--- config.mk ---
export PLATFORM = sky130hd
export DESIGN_NAME = ps2_key_controller
export DESIGN_NICKNAME = d
export VERILOG_FILES = /design/src/rtl/ps2_key_controller.sv
export SDC_FILE = /design/constraint.sdc
export NUM_CORES = 1
export LEC_CHECK = 0
export CAP_MARGIN = 20
export CORE_MARGIN = 2
export CORE_UTILIZATION = 25
export CTS_BUF_LIST = sky130_fd_sc_hd__clkbuf_8 sky130_fd_sc_hd__clkbuf_16
export DETAILED_ROUTE_END_ITERATION = 10
export GPL_TIMING_DRIVEN = 0
export PLACE_DENSITY = 0.4
export SLEW_MARGIN = 20
export SYNTH_ARGS = -nofsm -noshare
export SYNTH_HDL_FRONTEND = slang
export SYNTH_SLANG_ARGS = --single-unit
--- constraint.sdc ---
create_clock -name clk -period 3.4 [get_ports clk]
set_input_delay 0.34 -clock clk [delete_from_list [all_inputs] [get_ports clk]]
set_output_delay 0.34 -clock clk [all_outputs]
set_load 0.005 [all_outputs]
--- src/rtl/ps2_key_controller.sv ---
// PS/2 keyboard receiver: synchronises the pins, captures 11-bit frames, and tracks the nine game keys.
// Optional build macro PS2_PARITY_CHECK_EN turns on the odd-parity check in CHECK.
module ps2_key_controller #(
    parameter int TIMEOUT_CYCLES = 50000
) (
    input  logic       clk,
    input  logic       reset,
    input  logic       ps2_clk,
    input  logic       ps2_data,
    output logic       key_valid,
    output logic [3:0] key_index,
    output logic       key_pressed,
    output logic [8:0] key_state,
    output logic       frame_err
);

    localparam int CW = $clog2(TIMEOUT_CYCLES) + 1;
    localparam logic [CW-1:0] IDLE_LAST = CW'(TIMEOUT_CYCLES - 1);

    typedef enum logic [1:0] {IDLE, RECV, CHECK} state_t;

    logic ps2_clk_meta_q, ps2_clk_sync_q, ps2_clk_prev_q;
    logic ps2_data_meta_q, ps2_data_sync_q;

    state_t          state_q, state_d;
    logic [3:0]      bit_cnt_q, bit_cnt_d;
    logic [CW-1:0]   idle_cnt_q, idle_cnt_d;
    logic [7:0]      shift_q, shift_d;
    logic            parity_q, parity_d;
    logic            stop_q, stop_d;
    logic            break_pending_q, break_pending_d;
    logic            key_valid_q, key_valid_d;
    logic [3:0]      key_index_q, key_index_d;
    logic            key_pressed_q, key_pressed_d;
    logic [8:0]      key_state_q, key_state_d;
    logic            frame_err_q, frame_err_d;

    logic fall;
    logic parity_ok;
    logic key_hit;
    logic [3:0] key_idx;

    // Synchronisers reset high so a released line never looks like a falling edge.
    always_ff @(posedge clk or posedge reset) begin
        if (reset) begin
            ps2_clk_meta_q  <= 1'b1;
            ps2_clk_sync_q  <= 1'b1;
            ps2_clk_prev_q  <= 1'b1;
            ps2_data_meta_q <= 1'b1;
            ps2_data_sync_q <= 1'b1;
        end else begin
            ps2_clk_meta_q  <= ps2_clk;
            ps2_clk_sync_q  <= ps2_clk_meta_q;
            ps2_clk_prev_q  <= ps2_clk_sync_q;
            ps2_data_meta_q <= ps2_data;
            ps2_data_sync_q <= ps2_data_meta_q;
        end
    end

    assign fall = ps2_clk_prev_q & ~ps2_clk_sync_q;

`ifdef PS2_PARITY_CHECK_EN
    assign parity_ok = ^{shift_q, parity_q};
`else
    assign parity_ok = 1'b1;
`endif

    always_comb begin
        key_hit = 1'b1;
        key_idx = 4'd0;
        case (shift_q)
            8'h1C: key_idx = 4'd0;
            8'h23: key_idx = 4'd1;
            8'h24: key_idx = 4'd2;
            8'h2B: key_idx = 4'd3;
            8'h34: key_idx = 4'd4;
            8'h2D: key_idx = 4'd5;
            8'h1B: key_idx = 4'd6;
            8'h2C: key_idx = 4'd7;
            8'h1D: key_idx = 4'd8;
            default: key_hit = 1'b0;
        endcase
    end

    always_comb begin
        // NOTE: every _d gets a default first so no path can infer a latch.
        state_d         = state_q;
        bit_cnt_d       = bit_cnt_q;
        idle_cnt_d      = idle_cnt_q;
        shift_d         = shift_q;
        parity_d        = parity_q;
        stop_d          = stop_q;
        break_pending_d = break_pending_q;
        key_valid_d     = 1'b0;
        key_index_d     = key_index_q;
        key_pressed_d   = key_pressed_q;
        key_state_d     = key_state_q;
        frame_err_d     = 1'b0;

        case (state_q)
            IDLE: begin
                idle_cnt_d = '0;
                if (fall && !ps2_data_sync_q) begin
                    state_d   = RECV;
                    bit_cnt_d = 4'd1;
                end
            end
            RECV: begin
                if (fall) begin
                    idle_cnt_d = '0;
                    bit_cnt_d  = bit_cnt_q + 4'd1;
                    if (bit_cnt_q <= 4'd8) begin
                        shift_d = {ps2_data_sync_q, shift_q[7:1]};
                    end else if (bit_cnt_q == 4'd9) begin
                        parity_d = ps2_data_sync_q;
                    end else begin
                        stop_d  = ps2_data_sync_q;
                        state_d = CHECK;
                    end
                end else begin
                    idle_cnt_d = idle_cnt_q + 1'b1;
                    // Comparing the next value lands the strobe TIMEOUT_CYCLES after the edge.
                    if (idle_cnt_d == IDLE_LAST) begin
                        frame_err_d = 1'b1;
                        state_d     = IDLE;
                        bit_cnt_d   = '0;
                    end
                end
            end
            CHECK: begin
                state_d   = IDLE;
                bit_cnt_d = '0;
                if (!stop_q || !parity_ok) begin
                    frame_err_d = 1'b1;
                end else if (shift_q == 8'hF0) begin
                    break_pending_d = 1'b1;
                end else if (shift_q == 8'hE0) begin
                    break_pending_d = break_pending_q;
                end else if (key_hit) begin
                    key_valid_d          = 1'b1;
                    key_index_d          = key_idx;
                    key_pressed_d        = !break_pending_q;
                    key_state_d[key_idx] = !break_pending_q;
                    break_pending_d      = 1'b0;
                end else begin
                    break_pending_d = 1'b0;
                end
            end
            default: state_d = IDLE;
        endcase
    end

    always_ff @(posedge clk or posedge reset) begin
        if (reset) begin
            state_q         <= IDLE;
            bit_cnt_q       <= '0;
            idle_cnt_q      <= '0;
            shift_q         <= '0;
            parity_q        <= 1'b0;
            stop_q          <= 1'b0;
            break_pending_q <= 1'b0;
            key_valid_q     <= 1'b0;
            key_index_q     <= '0;
            key_pressed_q   <= 1'b0;
            key_state_q     <= '0;
            frame_err_q     <= 1'b0;
        end else begin
            // NOTE: non-blocking so every flop samples the pre-edge values.
            state_q         <= state_d;
            bit_cnt_q       <= bit_cnt_d;
            idle_cnt_q      <= idle_cnt_d;
            shift_q         <= shift_d;
            parity_q        <= parity_d;
            stop_q          <= stop_d;
            break_pending_q <= break_pending_d;
            key_valid_q     <= key_valid_d;
            key_index_q     <= key_index_d;
            key_pressed_q   <= key_pressed_d;
            key_state_q     <= key_state_d;
            frame_err_q     <= frame_err_d;
        end
    end

    assign key_valid   = key_valid_q;
    assign key_index   = key_index_q;
    assign key_pressed = key_pressed_q;
    assign key_state   = key_state_q;
    assign frame_err   = frame_err_q;

endmodule

==> results.json, run 1 <==
{
  "outcome": "complete, no violations",
  "grt.total_usage": 0.117,
  "dr.first_iter.drc_count": 84,
  "powerDensity_nw_per_um2": 495,
  "finish.utilization": 0.299,
  "cap_viol_max_count": 0,
  "globalRouteMet3Util": 0.0223,
  "setup_slack_ns": 0.514,
  "synth_area_per_cell_um2": 9.82,
  "clock_skew_ns": 0.00538,
  "final_instance_count_excl_fillers": 481,
  "arrival_ns": 3.07,
  "hold_viol": 0,
  "drc": 0,
  "fp.dieArea_um2": 12900,
  "critPathLaunchType": "register",
  "fin_nets": 346,
  "max_clock_freq_ghz": 0.347,
  "rsz_0062_raised_after_global_routing": "no",
  "synth.most_common_cell": "sky130_fd_sc_hd__dfrtp_1",
  "period_minus_slack_ns": 2.89,
  "htree_depth": 2,
  "grt_max_degree": 42,
  "met1_usage": 0.162,
  "ys_seq_area_frac": 0.452,
  "cts_root_buffer": "sky130_fd_sc_hd__clkbuf_16",
  "globalRouteMet2Util": 0.190,
  "vias": 2357,
  "dp_worst_setup_slack_ns": 0.547,
  "syn_nets": 319,
  "synth_seq_cells": 54,
  "max_slew.worst_pin.slew_ns": 0.799,
  "cts-resized-gates": 0,
  "cts_tree": "built",
  "synth_top_cells_by_area": "sky130_fd_sc_hd__dfrtp_1 (41%), sky130_fd_sc_hd__o21ai_0 (5.7%), sky130_fd_sc_hd__dfstp_2 (4.4%)",
  "post_synth_and_or_nand_nor_area_fraction": 0.209,
  "post-route-period-util": 0.849,
  "tritoncts_num_sinks": 54,
  "post-synth-top-area-cell": "sky130_fd_sc_hd__dfrtp_1",
  "async_reset_ff_frac": 1.00,
  "number_of_antenna_violations_at_the_first_check_in_global_routing": 0,
  "reg2reg_depth": 7,
  "critical_path_peak_fanout": 9,
  "synth.distinct_cells": 64,
  "crit_type": "register to register",
  "critical_path.endpoint_type": "register",
  "postCtsHoldBufs": 0,
  "floorplan.die.height_um": 114,
  "insertion_delay_ns": 0.30,
  "worstHoldPathType": "input port to asynchronous set/reset pin",
  "post_synth_mux_area_share": 0.0579,
  "routedWlPerCell_um": 14.5,
  "yosys.area_share.adder": 0.0375,
  "grt_pass1_wl_um": 12200,
  "num_io_pins": 20,
  "clk_transition_reported_paths_ns": 0.07,
  "timing.slew.headroom": 0.467,
  "design.core.area_um2": 11900,
  "ant_nets": 0,
  "synth_edf_count": 0,
  "antenna-diode-count": 0,
  "final_report_setup_violation_count": 0,
  "timing_max_transition_violations_final": 0,
  "netlist_area_um2": 3000,
  "gp_congestion": 0.823,
  "grt_remaining_overflow": 0,
  "maximum_resistive_drop_on_vdd_uv": 181,
  "totalWireLength_um": 6970,
  "register_to_register_setup_slack_ns": 0.51,
  "cts-root-to-sink-buffers": 2,
  "top_cell_type_s_share_of_synthesized_area": 0.408,
  "share_of_post_route_cells_with_drive_strength_above_1": 0.123,
  "fin_tns_setup_ns": 0,
  "detailed_place.area_um2": 3410,
  "rows": 40,
  "crit-reg2reg-capture": "bit_cnt_q[2]",
  "synthesis.instances": 306,
  "globalRoute.busiestLayer": "met2",
  "synth-warning-count": 0,
  "post_cts_buffers": 0,
  "io_buffers": 19,
  "fin_area_um2": 3550,
  "synthToLayoutAreaGrowth_pct": 18.2,
  "floorplan.initialDensity": 0.253,
  "ys_dominant_reg_cell": "sky130_fd_sc_hd__dfrtp_1",
  "drt_pre_antenna_iters": 5,
  "number_of_global_route_vias_before_repair": 2355,
  "routed_via_density": 4.90,
  "chipWidth_um": 114,
  "total_leakage_power_nw": 1.43,
  "combinational_family_with_the_most_area_after_synthesis": "simple AND/OR/NAND/NOR gates",
  "dp_wirelength_um": 4890,
  "crit_required_ns": 3.58,
  "dpl.cell_count": 473,
  "post_synth_most_frequent_cells": "sky130_fd_sc_hd__dfrtp_1 (49), sky130_fd_sc_hd__o21ai_0 (34), sky130_fd_sc_hd__nand2_1 (28)",
  "synthXorXnorAreaFrac": 0.0204,
  "cts_inserted_buffers": 5,
  "crit-reg2reg-launch": "idle_cnt_q[0]",
  "compound_gate_portion_of_the_synthesized_area": 0.190
}
## stage by stage
step / hold slack [ns] / total power [W]
finish: 0.313 / 0.00176
global route: 0.341 / 0.00189
CTS: 0.318 / 0.00179
detailed placement: 0.354 / 0.00126
global placement: 0.354 / 0.00125
floorplan: 0.344 / 0.00112
## metal layers
layer | vias to the layer above | wire [um] | share of wire
li1 | 1179 | - | -
met1 | 1147 | 3460 | 0.50
met2 | 24 | 3260 | 0.47
met3 | 7 | 181 | 0.026
met4 | 0 | 74 | 0.011
met5 | - | 0 | 0
## worst max-delay path by stage
stage / start / endpoint / slack [ns] / cells past startpoint
2_1_floorplan: idle_cnt_q[0] / bit_cnt_q[2] / 0.91 / 7
3_3_place_gp: idle_cnt_q[0] / bit_cnt_q[2] / 0.52 / 7
3_5_place_dp: idle_cnt_q[0] / bit_cnt_q[2] / 0.55 / 7
4_1_cts: idle_cnt_q[0] / bit_cnt_q[2] / 0.52 / 7
5_1_grt: idle_cnt_q[0] / bit_cnt_q[2] / 0.31 / 7
6_report: idle_cnt_q[0] / bit_cnt_q[2] / 0.51 / 7
## where the power goes
group          internal [W]  total, W  switching [W]
registers          0.000707  0.000802      0.0000951
clock network      0.000271  0.000514       0.000243
logic              0.000169  0.000442       0.000273
total               0.00115   0.00176       0.000611
## cells by family after synthesis
family,count (synthesis)
adders and majority gates,9
DFF,54
muxes,16
buffers and inverters,26
and+or+nand+nor,108
AOI/OAI and AO/OA,86
xor gates and xnor gates,7
## area by class of cell
type | instances | area, um^2
Sequential cell | 54 | 1360
Timing Repair Buffer | 20 | 218
Clock buffer | 5 | 125
Clock inverter | 3 | 17.5
Multi-Input combinational cell | 226 | 1550
Fill cell | 1263 | 8310
Tap cell | 147 | 184
Inverter | 13 | 51.3
Buffer | 13 | 52.6
## worst max-delay path, stage by stage (launching register included)
cell and delay (ns):
sky130_fd_sc_hd__dfrtp_1 0.47, sky130_fd_sc_hd__ha_1 0.26, sky130_fd_sc_hd__nand3_1 0.21, sky130_fd_sc_hd__nor3_1 0.55, sky130_fd_sc_hd__mux2_2 0.42, sky130_fd_sc_hd__nor4_1 0.33, sky130_fd_sc_hd__a21oi_2 0.17, sky130_fd_sc_hd__a221o_1 0.36
## sequential cells by signal, indices dropped and copies added (netlist names), 2 cells and up
register	cells
bit_cnt_q	4
idle_cnt_q	17
key_index	4
key_state	9
shift_q	8
state_q	2
## placed cells by master (no fill, tap or decap), types with 2 or more instances in the layout
cell type                         netlist  layout
sky130_fd_sc_hd__inv_1                 13      13
sky130_fd_sc_hd__nor4_4                 2       2
sky130_fd_sc_hd__o41ai_1                5       5
sky130_fd_sc_hd__nand2_1               28      28
sky130_fd_sc_hd__a31oi_1                4       4
sky130_fd_sc_hd__o22ai_1                2       2
sky130_fd_sc_hd__clkdlybuf4s50_1        0      19
sky130_fd_sc_hd__nor3b_1                2       2
sky130_fd_sc_hd__nor4_1                 5       5
sky130_fd_sc_hd__o31ai_1                7       7
sky130_fd_sc_hd__o21ai_0               34      34
sky130_fd_sc_hd__ha_1                   9       9
sky130_fd_sc_hd__a21oi_1               10      10
sky130_fd_sc_hd__clkbuf_1              10      10
sky130_fd_sc_hd__mux2_2                11      11
sky130_fd_sc_hd__nand4b_1               2       2
sky130_fd_sc_hd__nor3_1                 4       4
sky130_fd_sc_hd__nor4b_1                2       2
sky130_fd_sc_hd__xor2_1                 4       4
sky130_fd_sc_hd__dfstp_2                5       5
sky130_fd_sc_hd__nand3_1                9       9
sky130_fd_sc_hd__a21boi_0               2       2
sky130_fd_sc_hd__mux2i_1                5       5
sky130_fd_sc_hd__nand4_1                3       3
sky130_fd_sc_hd__nor2b_1                4       4
sky130_fd_sc_hd__nand2b_1               5       5
sky130_fd_sc_hd__buf_2                  3       3
sky130_fd_sc_hd__xnor2_1                3       3
sky130_fd_sc_hd__nor2_1                21      21
sky130_fd_sc_hd__nand3b_1               5       5
sky130_fd_sc_hd__clkbuf_16              0       5
sky130_fd_sc_hd__and2_1                 3       3
sky130_fd_sc_hd__a211o_1                2       2
sky130_fd_sc_hd__and3_1                 2       2
sky130_fd_sc_hd__dfrtp_1               49      49
Note: power is estimated with default switching activity, not from simulation.
==> run 2: changes to the inputs <==
- clock period: 3.4 -> 3 ns (I/O delays scaled with it)
==> results.json, run 2 (synthesis results as in run 1) <==
{
  "outcome": "complete, no violations",
  "clk_transition_reported_paths_ns": 0.07,
  "io_buffers": 19,
  "floorplan.initialDensity": 0.253,
  "rsz_0062_raised_after_global_routing": "no",
  "timing.slew.headroom": 0.467,
  "fin_area_um2": 3560,
  "fin_tns_setup_ns": 0,
  "drt_pre_antenna_iters": 5,
  "hold_viol": 0,
  "number_of_global_route_vias_before_repair": 2355,
  "chipWidth_um": 114,
  "design.core.area_um2": 11900,
  "netSwitchingFraction": 0.347,
  "holdWs_ns": 0.273,
  "share_of_post_route_cells_with_drive_strength_above_1": 0.126,
  "arrival_ns": 2.90,
  "floorplan.die.height_um": 114,
  "switchingPower_w": 0.000692,
  "cts-root-to-sink-buffers": 2,
  "grt_remaining_overflow": 0,
  "fp.dieArea_um2": 12900,
  "largest_register_ffs": 17,
  "most-common-layout-cells": "sky130_fd_sc_hd__dfrtp_1 (49), sky130_fd_sc_hd__o21ai_0 (34), sky130_fd_sc_hd__nand2_1 (28)",
  "cts_inserted_buffers": 5,
  "antenna-diode-count": 0,
  "critPathLaunchType": "register",
  "finish.utilization": 0.300,
  "number_of_antenna_violations_at_the_first_check_in_global_routing": 0,
  "max_clock_freq_ghz": 0.369,
  "multiInputGateArea_um2": 1550,
  "routed_via_density": 4.92,
  "critical_path.endpoint_type": "register",
  "fill_cells": 1263,
  "insertion_delay_ns": 0.30,
  "dpl.cell_count": 473,
  "final_common_cell": "sky130_fd_sc_hd__dfrtp_1",
  "max_slew.worst_pin.slew_ns": 0.799,
  "final_report_setup_violation_count": 0,
  "final_instance_count_excl_fillers": 481,
  "tritoncts_num_sinks": 54,
  "dp_wirelength_um": 4890,
  "post-route-period-util": 0.904,
  "ant_nets": 0,
  "totalWireLength_um": 6970,
  "critical_path_peak_fanout": 9,
  "synthToLayoutAreaGrowth_pct": 18.4,
  "powerDensity_nw_per_um2": 560,
  "cts_root_buffer": "sky130_fd_sc_hd__clkbuf_16",
  "combinationalPowerShare": 0.251,
  "fin_nets": 346,
  "num_io_pins": 20,
  "rows": 40,
  "cts_tree": "built",
  "drc": 0,
  "crit_required_ns": 3.18,
  "grt_pass1_wl_um": 12200,
  "crit_type": "register to register",
  "total_leakage_power_nw": 1.43,
  "power_frac_clock": 0.293,
  "worstHoldPathType": "input port to asynchronous set/reset pin",
  "detailed_place.area_um2": 3410,
  "grt.total_usage": 0.117,
  "timing_max_transition_violations_final": 0,
  "grt_max_degree": 42,
  "htree_depth": 2,
  "internal_power_w": 0.00130,
  "gp_congestion": 0.823,
  "period_minus_slack_ns": 2.71,
  "routedWlPerCell_um": 14.5,
  "vias": 2366,
  "dr.first_iter.drc_count": 104,
  "clock_skew_ns": 0.00547,
  "maximum_resistive_drop_on_vdd_uv": 205,
  "cap_viol_max_count": 0,
  "seq_power_share": 0.456,
  "seqCellArea_um2": 1360,
  "largest-register": "idle_cnt_q"
}
run 2: changes by cell type in the layout (fill, tap and decap cells not counted):
cell	before	now
sky130_fd_sc_hd__nor3_1	4	3
sky130_fd_sc_hd__nor3_2	0	1
run 2: path summary, 6_finish.rpt:
check	startpoint	end	slack [ns]	cells past startpoint
worst max-delay path	idle_cnt_q[0]	bit_cnt_q[2]	0.29	7
worst min register to register	ps2_data_meta_q	ps2_data_sync_q	0.36	0
min in group clk	ps2_data_meta_q	ps2_data_sync_q	0.36	0
max in group asynchronous	reset	ps2_clk_meta_q	2.19	3
worst min-delay path	reset	key_state[4]	0.27	2
worst max register to register	idle_cnt_q[0]	bit_cnt_q[2]	0.29	7
run 2: repair_timing:
action,4_1_cts,5_1_grt
gates resized for setup,0,1
endpoints found under the setup margin,0,4
hold buffers,0,0
endpoints found under the hold margin,0,0
setup buffers,0,0
run 2: layout make-up:
cell class	count	area share
Buffer	13	0.0148
Multi-Input combinational cell	226	0.436
Clock buffer	5	0.0352
Inverter	13	0.0144
Clock inverter	3	0.00493
Tap cell	147	0.0517
Timing Repair Buffer	20	0.0612
Sequential cell	54	0.382
run 2: critical path, stage by stage, from the launching register on:
cell,delay [ns]
sky130_fd_sc_hd__dfrtp_1,0.47
sky130_fd_sc_hd__ha_1,0.26
sky130_fd_sc_hd__nand3_1,0.22
sky130_fd_sc_hd__nor3_2,0.39
sky130_fd_sc_hd__mux2_2,0.40
sky130_fd_sc_hd__nor4_1,0.33
sky130_fd_sc_hd__a21oi_2,0.17
sky130_fd_sc_hd__a221o_1,0.36
run 2: through the flow:
step | setup slack, ns | power [W]
finish | 0.287 | 0.00199
global route | 0.0731 | 0.00214
CTS | 0.120 | 0.00203
detailed placement | 0.147 | 0.00143
global placement | 0.121 | 0.00142
floorplan | 0.510 | 0.00127
run 2: power groups by stage:
| stage | logic, W | clock network, W | registers [W] |
|---|---|---|---|
| floorplan | 0.000381 | 0 | 0.000892 |
| global placement | 0.000497 | 0 | 0.000919 |
| detailed placement | 0.000506 | 0 | 0.000921 |
| CTS | 0.000507 | 0.000612 | 0.000908 |
| global route | 0.000576 | 0.000640 | 0.000929 |
| finish | 0.000500 | 0.000583 | 0.000908 |
run 2: metal layers:
layer / global-route usage / routed length, um / vias to the layer above
met4: 0.0293 / 74 / 0
met1: 0.162 / 3420 / 1150
met5: 0 / 0 / -
met3: 0.0223 / 197 / 7
met2: 0.190 / 3280 / 30
li1: - / - / 1179
==> run 3: changes to the inputs <==
- CTS_BUF_LIST: sky130_fd_sc_hd__clkbuf_8 sky130_fd_sc_hd__clkbuf_16 -> not set
==> results.json, run 3 (synthesis results as in run 1) <==
{
  "critical_path.endpoint_type": "register",
  "number_of_global_route_vias_before_repair": 2355,
  "crit_required_ns": 3.18,
  "cap_viol_max_count": 0,
  "grt_max_degree": 42,
  "outcome": "complete, no violations",
  "htree_depth": 2,
  "postCtsHoldBufs": 0,
  "rows": 40,
  "clk_transition_reported_paths_ns": 0.07,
  "grt_pass1_wl_um": 12200,
  "clock_skew_ns": 0.00523,
  "finish.utilization": 0.300,
  "crit_type": "register to register",
  "rsz_0062_raised_after_global_routing": "no",
  "number_of_antenna_violations_at_the_first_check_in_global_routing": 0,
  "register_to_register_setup_slack_ns": 0.29,
  "report.power.total_w": 0.00200,
  "most-common-layout-cells": "sky130_fd_sc_hd__dfrtp_1 (49), sky130_fd_sc_hd__o21ai_0 (34), sky130_fd_sc_hd__nand2_1 (28)",
  "final_instance_count_excl_fillers": 481,
  "io_buffers": 19,
  "fin_nets": 346,
  "dr.first_iter.drc_count": 104,
  "ant_nets": 0,
  "routedWlPerCell_um": 14.5,
  "critical_path_peak_fanout": 9,
  "grt.total_usage": 0.117,
  "fill_cells": 1263,
  "design.core.area_um2": 11900,
  "floorplan.initialDensity": 0.253,
  "cts_root_buffer": "sky130_fd_sc_hd__clkbuf_16",
  "totalWireLength_um": 6970,
  "total_leakage_power_nw": 1.42,
  "timing.slew.headroom": 0.467,
  "chipWidth_um": 114,
  "arrival_ns": 2.90,
  "dp_worst_setup_slack_ns": 0.147,
  "floorplan.die.height_um": 114,
  "final_report_setup_violation_count": 0,
  "post_cts_buffers": 0,
  "fp.dieArea_um2": 12900,
  "num_io_pins": 20,
  "fin_tns_setup_ns": 0,
  "setup_slack_ns": 0.287,
  "drc": 0,
  "antenna-diode-count": 0,
  "vias": 2365,
  "critPathLaunchType": "register",
  "cts_inserted_buffers": 5,
  "timing_max_transition_violations_final": 0,
  "powerDensity_nw_per_um2": 561,
  "grt_remaining_overflow": 0,
  "synthToLayoutAreaGrowth_pct": 18.4,
  "post-route-period-util": 0.904,
  "reg2reg_depth": 7,
  "insertion_delay_ns": 0.30,
  "maximum_resistive_drop_on_vdd_uv": 206,
  "routed_via_density": 4.92,
  "dpl.cell_count": 473,
  "cts-root-to-sink-buffers": 2,
  "drt_pre_antenna_iters": 5,
  "max_slew.worst_pin.slew_ns": 0.799,
  "largest_register_ffs": 17,
  "max_clock_freq_ghz": 0.369,
  "largest-register": "idle_cnt_q",
  "share_of_post_route_cells_with_drive_strength_above_1": 0.126,
  "tritoncts_num_sinks": 54,
  "cts_tree": "built",
  "gp_congestion": 0.823,
  "period_minus_slack_ns": 2.71,
  "hold_viol": 0,
  "final_common_cell": "sky130_fd_sc_hd__dfrtp_1",
  "worstHoldPathType": "input port to asynchronous set/reset pin",
  "crit-reg2reg-launch": "idle_cnt_q[0]",
  "crit-reg2reg-capture": "bit_cnt_q[2]",
  "dp_wirelength_um": 4890
}
==> run 3: cell types whose count changed in the layout (fill, tap and decap cells not counted) <==
cell	previous run	this run
sky130_fd_sc_hd__clkbuf_1	10	11
sky130_fd_sc_hd__inv_1	13	12
==> run 3: critical path, cell delays in order, from the launching register on <==
cell                      delay [ns]
sky130_fd_sc_hd__dfrtp_1        0.47
sky130_fd_sc_hd__ha_1           0.26
sky130_fd_sc_hd__nand3_1        0.22
sky130_fd_sc_hd__nor3_2         0.39
sky130_fd_sc_hd__mux2_2         0.40
sky130_fd_sc_hd__nor4_1         0.33
sky130_fd_sc_hd__a21oi_2        0.17
sky130_fd_sc_hd__a221o_1        0.36
==> run 3: worst max path at each step <==
stage	depth (start not counted)	to	start
after floorplan	7	bit_cnt_q[2]	idle_cnt_q[0]
after global placement	7	bit_cnt_q[2]	idle_cnt_q[0]
after detailed placement	7	bit_cnt_q[2]	idle_cnt_q[0]
after CTS	7	bit_cnt_q[2]	idle_cnt_q[0]
after global routing	7	bit_cnt_q[2]	idle_cnt_q[0]
final	7	bit_cnt_q[2]	idle_cnt_q[0]
==> run 3: through the flow <==
step	hold slack, ns	instance area [um^2]
after floorplan	0.304	3000
after global placement	0.354	3380
after detailed placement	0.354	3410
after CTS	0.278	3550
after global routing	0.301	3560
final	0.273	3560
==> run 3: layout make-up <==
class	count	area, um^2	area share
clock buffer	6	129	0.0362
buffer	13	52.6	0.0148
tap	147	184	0.0517
timing repair buffer	20	218	0.0612
sequential	54	1360	0.382
clock inverter	2	13.8	0.00387
multi-input combinational	226	1550	0.436
inverter	13	51.3	0.0144
==> run 3: power by group <==
part           switching [W]  internal, W  total [W]
sequential          0.000108     0.000801   0.000908
clock               0.000275     0.000311   0.000586
combinational       0.000309     0.000192   0.000501
total               0.000692      0.00130    0.00200
==> run 3: layer usage <==
layer,up-vias,GRT usage,share of wire
li1,1179,-,-
met1,1151,0.162,0.49
met2,28,0.190,0.47
met3,7,0.0223,0.028
met4,0,0.0293,0.011
met5,-,0,0
==> run 3: timing repair <==
action	4_1_cts	5_1_grt
setup endpoints to repair	0	4
endpoints found under the hold margin	0	0
resized for setup	0	1
